===== src/rtl/rv32m_divider.sv =====
// ---------------------------------------------------------------------------
// rv32m_divider
//
// Multi-cycle restoring radix-2 divider for RV32M DIV, DIVU, REM and REMU.
// It is the responder end of a valid/ready request/response handshake. A
// request is decoded and captured in IDLE. One PREP cycle takes absolute
// values, 32 ITER cycles do the shift-subtract steps, and one FIX cycle
// applies sign correction. The result is then held in DONE until the
// consumer accepts it.
//
// Optional feature (macro RV32M_DIV_EARLY_OUT_EN):
//   When defined, PREP recognises divide-by-zero, signed overflow and
//   divide-by-one. It loads the final quotient/remainder directly and skips
//   ITER, so the result appears two edges after accept. When undefined, every
//   operation takes the full 34-cycle path. Both builds produce identical
//   values.
//
// Ports:
//   iCLK      in   1     clock, rising edge
//   iRST_N    in   1     asynchronous active-low reset
//   iVALID    in   1     request valid
//   oREADY    out  1     unit idle and able to accept a request
//   iIR       in   32    instruction word (funct7/funct3/rd/opcode decoded)
//   iALU_IN1  in   XLEN  dividend (rs1)
//   iALU_IN2  in   XLEN  divisor (rs2)
//   iFLUSH    in   1     abort any in-flight operation
//   oVALID    out  1     result valid
//   iREADY    in   1     consumer accepts the result
//   oRD       out  5     destination register captured at accept
//   oALU_OUT  out  XLEN  quotient or remainder
//
// Only XLEN = 32 is supported.
// ---------------------------------------------------------------------------
module rv32m_divider #(
  parameter int XLEN = 32
) (
  input  logic            iCLK,
  input  logic            iRST_N,
  input  logic            iVALID,
  output logic            oREADY,
  input  logic [31:0]     iIR,
  input  logic [XLEN-1:0] iALU_IN1,
  input  logic [XLEN-1:0] iALU_IN2,
  input  logic            iFLUSH,
  output logic            oVALID,
  input  logic            iREADY,
  output logic [4:0]      oRD,
  output logic [XLEN-1:0] oALU_OUT
);

  typedef enum logic [2:0] {
    IDLE,
    PREP,
    ITER,
    FIX,
    DONE
  } state_t;

  state_t          state;
  logic [XLEN-1:0] quot;     // dividend on accept, then quotient bits shift in at the LSB
  logic [XLEN-1:0] rem;      // partial remainder
  logic [XLEN-1:0] divisor;
  logic [XLEN-1:0] alu_out;
  logic [1:0]      func3;    // func3[1]: remainder op, func3[0]: unsigned op
  logic [4:0]      rd;
  logic [4:0]      count;
  logic            q_neg;
  logic            r_neg;
  logic            valid;

  logic            decode_ok;
  logic            accept;
  logic            is_signed;
  logic            sign1;
  logic            sign2;
  logic [XLEN-1:0] abs1;
  logic [XLEN-1:0] abs2;
  logic [XLEN:0]   shifted;
  logic [XLEN+1:0] trial;
  logic [XLEN-1:0] fix_result;
  logic            unused_bits;

  assign decode_ok = (iIR[6:0] == 7'b0110011) && (iIR[31:25] == 7'b0000001) && iIR[14];
  assign accept    = iVALID && decode_ok;

  // In PREP, quot and divisor still hold the raw operands.
  assign is_signed = ~func3[0];
  assign sign1     = is_signed & quot[XLEN-1];
  assign sign2     = is_signed & divisor[XLEN-1];
  assign abs1      = sign1 ? -quot : quot;
  assign abs2      = sign2 ? -divisor : divisor;

  // The widened trial keeps the borrow bit even when the shifted remainder
  // itself carries into bit XLEN.
  assign shifted = {rem, quot[XLEN-1]};
  assign trial   = {1'b0, shifted} - {2'b00, divisor};

  assign fix_result = func3[1] ? (r_neg ? -rem : rem)
                               : (q_neg ? -quot : quot);

  assign unused_bits = ^{iIR[24:15], trial[XLEN]};

`ifdef RV32M_DIV_EARLY_OUT_EN
  logic div_zero;
  logic div_one;
  logic overflow;
  logic early_out;

  assign div_zero  = (divisor == '0);
  assign div_one   = (divisor == {{(XLEN-1){1'b0}}, 1'b1});
  assign overflow  = is_signed && (quot == {1'b1, {(XLEN-1){1'b0}}}) && (divisor == '1);
  assign early_out = div_zero || div_one || overflow;
`endif

  // Main control and datapath. Flush has priority over every state, so a
  // flush alongside a request or a result acceptance always lands in IDLE.
  always_ff @(posedge iCLK or negedge iRST_N) begin
    if (!iRST_N) begin
      state   <= IDLE;
      quot    <= '0;
      rem     <= '0;
      divisor <= '0;
      alu_out <= '0;
      func3   <= '0;
      rd      <= '0;
      count   <= '0;
      q_neg   <= 1'b0;
      r_neg   <= 1'b0;
      valid   <= 1'b0;
    end else if (iFLUSH) begin
      state <= IDLE;
      valid <= 1'b0;
    end else begin
      case (state)
        IDLE: begin
          if (accept) begin
            quot    <= iALU_IN1;
            divisor <= iALU_IN2;
            func3   <= iIR[13:12];
            rd      <= iIR[11:7];
            state   <= PREP;
          end
        end

        PREP: begin
`ifdef RV32M_DIV_EARLY_OUT_EN
          if (early_out) begin
            // Overflow and divide-by-one both have quotient == dividend and
            // remainder 0. Divide-by-zero gives all ones and the dividend.
            // FIX then passes these through with no sign correction.
            quot  <= div_zero ? '1 : quot;
            rem   <= div_zero ? quot : '0;
            q_neg <= 1'b0;
            r_neg <= 1'b0;
            state <= FIX;
          end else
`endif
          begin
            quot    <= abs1;
            divisor <= abs2;
            rem     <= '0;
            // A zero divisor already yields an all-ones quotient, so its
            // sign must not be corrected. The remainder (|dividend|) still
            // needs the dividend's sign restored.
            q_neg   <= (sign1 ^ sign2) && (divisor != '0);
            r_neg   <= sign1;
            count   <= 5'd31;
            state   <= ITER;
          end
        end

        ITER: begin
          if (!trial[XLEN+1]) begin
            rem  <= trial[XLEN-1:0];
            quot <= {quot[XLEN-2:0], 1'b1};
          end else begin
            rem  <= shifted[XLEN-1:0];
            quot <= {quot[XLEN-2:0], 1'b0};
          end
          if (count == 5'd0) begin
            state <= FIX;
          end else begin
            count <= count - 5'd1;
          end
        end

        FIX: begin
          alu_out <= fix_result;
          valid   <= 1'b1;
          state   <= DONE;
        end

        DONE: begin
          if (iREADY) begin
            valid <= 1'b0;
            state <= IDLE;
          end
        end

        default: begin
          state <= IDLE;
          valid <= 1'b0;
        end
      endcase
    end
  end

  assign oREADY   = (state == IDLE);
  assign oVALID   = valid;
  assign oRD      = rd;
  assign oALU_OUT = alu_out;

endmodule


===== config.mk =====
export PLATFORM = sky130hd
export DESIGN_NAME = rv32m_divider
export DESIGN_NICKNAME = d
export VERILOG_FILES = /design/src/rtl/rv32m_divider.sv
export SDC_FILE = /design/constraint.sdc
export NUM_CORES = 1
export LEC_CHECK = 0
export CAP_MARGIN = 5
export CORE_MARGIN = 2
export CORE_UTILIZATION = 45
export DETAILED_ROUTE_END_ITERATION = 10
export GPL_TIMING_DRIVEN = 1
export PLACE_DENSITY_LB_ADDON = 0.08
export SYNTH_ARGS = -nofsm -noshare
export SYNTH_HDL_FRONTEND = slang
export SYNTH_SLANG_ARGS = --single-unit

===== constraint.sdc =====
create_clock -name iCLK -period 6.4 [get_ports iCLK]
set_input_delay 0.96 -clock iCLK [delete_from_list [all_inputs] [get_ports iCLK]]
set_output_delay 0.96 -clock iCLK [all_outputs]
set_load 0.05 [all_outputs]

==> run_results.csv <==
group,metric,value,unit
clocking,clockBufferDepth,2,
yosys,syn_inst,1331,
power,irDropWorstVdd,0.1603,mV
route,dr.pass1.iters,5,
clocking,root_buffer,"clkbuf_16",
floorplanning,dieArea,25010,um2
sta,timing.final.crit_share,0.6465,
final_layout,fillers,2256,
yosys,synth.area.top_cells,"dfrtp_1 (34%), o21ai_0 (8.1%), nand2_1 (6.1%)",
power,leakage,0.005283,uW
clocking,cts_hold_buffers,0,
route,wl_per_cell,17.88,um
place,port_buffers,129,
worst_setup_path,worst_ep_required_time,6700,ps
min_path,hold_class,"register to register",
sta,slew_violations,0,
sta,setup_ws,2263,ps
yosys,yosys.cell_count.top_type,"nand2_1",
sta,fmax,241.7,MHz
worst_setup_path,crit_path_max_fanout,33,
yosys,ys_seq_area_frac,0.3418,
yosys,synth.net_count,1470,
clocking,numCtsBuffers,17,
clocking,post_cts_resized,0,
floorplanning,rows,56,
power,p_per_area,340.1,nW/um2
yosys,avgSynthCellArea,8.032,um2
clocking,cts_tree,"done",
clocking,cts_sinks,146,
floorplanning,fp.dieW,158.1,um
worst_setup_path,critPathCaptureType,"register",
sta,rsz0062_at_grt,"false",
global_routing,grt_overflow,0,
flow_run,cap_violations,0,
route,vias_per_cell,5.871,
route,ant_nets,0,
yosys,synth_cell_types,75,
clocking,worstSkewPairLatency,430,ps
worst_setup_path,crit_arrival,4440,ps
worst_setup_path,cp-start-kind,"register",
final_layout,final_nets,1555,
yosys,synth_edf_count,0,
sta,min_period,4137,ps
sta,finalSetupViolations,0,
yosys,yosys.area.top_type_share,0.3418,
global_routing,grt_max_degree,94,
sta,finalHoldViolations,0,
route,vias,10260,
clocking,clk_pin_slew,70,ps
yosys,syn_area,10690,um2
global_routing,grt_use_total,0.2577,
place,place_congestion,0.8880,
yosys,synth_ff_type,"dfrtp_1",
place,hpwl,22540,um
floorplanning,start_util,0.4568,
yosys,synth_common_cells,"nand2_1 (173), o21ai_0 (172), dfrtp_1 (146), nor2_1 (89), a21oi_1 (82)",
place,post-place-ws,2039,ps
sta,relSlewSlack,0.2650,
final_layout,antenna_cells,0,
yosys,yosysWarnings,0,
final_layout,drive_gt1_frac,0.05878,
global_routing,grt_pass1_vias,9541,
yosys,ys_seq_elements,146,
route,dr.first_iter.drc_count,790,
route,drc,0,
sta,worst_slew_pin_slew,1103,ps
route,wl,31250,um
floorplanning,core_area,23400,um2
final_layout,area_growth,19.53,%
run_status,outcome,"finished clean",
global_routing,grt_pass1_wl,50840,um
yosys,yosysTopAreaCell,"dfrtp_1",
yosys,async_flop_share,1.000,
floorplanning,die_h,158.1,um
clocking,htreeDepth,4,
sta,totalNegativeSetupSlack,0,ps
worst_setup_path,critPathKind,"register to register",
global_routing,antenna_found_initial,0,
floorplanning,ios,140,
clocking,postCtsSetupBuffers,0,
sta,finClkSkew,15.28,ps
==> worst max-delay path, cell delays in order (launching register included) <==
cell and delay [ps]:
dfrtp_1 470, inv_1 110, ha_1 350, a2111oi_0 700
a211o_1 260, a21oi_1 170, a31oi_1 420, o21a_1 930
buf_4 360, nand3_1 90, o311ai_0 140
==> metrics by stage <==
step | std cells | hold slack (ps) | util | total power [uW] | area (um2)
detailed placement | 1716 | 469.6 | 0.5212 | 3336 | 12200
finish | 1748 | 475.0 | 0.5460 | 4346 | 12780
CTS | 1748 | 483.8 | 0.5460 | 4360 | 12780
global route | 1748 | 504.0 | 0.5460 | 4672 | 12780
floorplan | 1331 | 462.4 | - | 2753 | 10690
global placement | 1716 | 463.1 | 0.5212 | 3311 | 12200
==> cell families (layout without fill, tap and decap cells) <==
| logic type | Yosys count | count (layout) | share of synthesized area |
|---|---|---|---|
| fa+ha+maj | 38 | 38 | 0.04518 |
| flops | 146 | 146 | 0.3418 |
| xor+xnor | 92 | 92 | 0.07538 |
| mux | 17 | 17 | 0.01721 |
| buf+inv | 135 | 233 | 0.05079 |
| simple gates | 470 | 470 | 0.2123 |
| compound gates | 433 | 433 | 0.2574 |
==> per-layer routing <==
metal,vias to the layer above,GRT usage,share of wire
met5,-,0,0
met4,0,0.08837,0.028
met3,38,0.04188,0.057
met2,331,0.4023,0.45
met1,4850,0.3629,0.47
li1,5044,-,-
==> sequential cells by signal, indices dropped and copies added (netlist names) <==
name and cells:
divisor 32, oALU_OUT 32, quot 32, rem 32, count 5, oRD 5
state 3, func3 2, oVALID 1, q_neg 1, r_neg 1
==> cell usage in the layout, fill, tap and decap left out, types with 5 or more instances in the layout <==
cell type        count
buf_4               17
ha_1                37
a31oi_1              8
o21a_1               6
o211ai_1             7
a22o_1               8
or4_4                6
clkbuf_16           17
nor2b_1              5
o21ai_0            172
a21o_1              16
nand2b_1             7
o31ai_1             18
a21oi_1             82
a32oi_1              9
o41ai_1              6
or2_2                6
o311ai_0            17
mux2i_1              6
a221oi_1            19
xor2_1              40
and2_1               8
inv_1               54
or4_1               13
nor3b_1             10
a211oi_1             9
nand3_1             53
a222oi_1             5
dfrtp_1            146
nor4_1              12
or3_1               24
nor2_1              87
nor3_1              33
a22oi_1              8
nand2_1            173
o31a_1               5
nand4_1             12
clkdlybuf4s50_1    128
xnor2_1             52
mux2_2              11
==> report_power, final <==
group	internal [uW]	switching [uW]	total [uW]
Combinational	740	1110	1850
Clock	586	421	1010
Sequential	1150	337	1490
==> final cells by class <==
| cell class | count | area [um2] | area share |
|---|---|---|---|
| well taps | 319 | 399.1 | 0.03123 |
| inverters | 55 | 206.4 | 0.01616 |
| clock inverters | 12 | 133.9 | 0.01048 |
| flip-flops and latches | 146 | 3654 | 0.2859 |
| clock buffers | 20 | 446.7 | 0.03496 |
| repair buffers | 146 | 1420 | 0.1111 |
| multi-input cells | 1050 | 6519 | 0.5101 |
==> final timing paths <==
kind | from | endpoint | slack (ps) | depth (start not counted)
setup / recovery | divisor[6] | rem[16] | 2260 | 10
hold / removal | oALU_OUT[9] | oALU_OUT[9] | 480 | 2
setup reg to reg | divisor[6] | rem[16] | 2260 | 10
hold reg to reg | oALU_OUT[9] | oALU_OUT[9] | 480 | 2
max in group asynchronous | iRST_N | rem[1] | 4560 | 2
min in group asynchronous | iRST_N | quot[3] | 590 | 1
(Power assumes the default switching activity.)
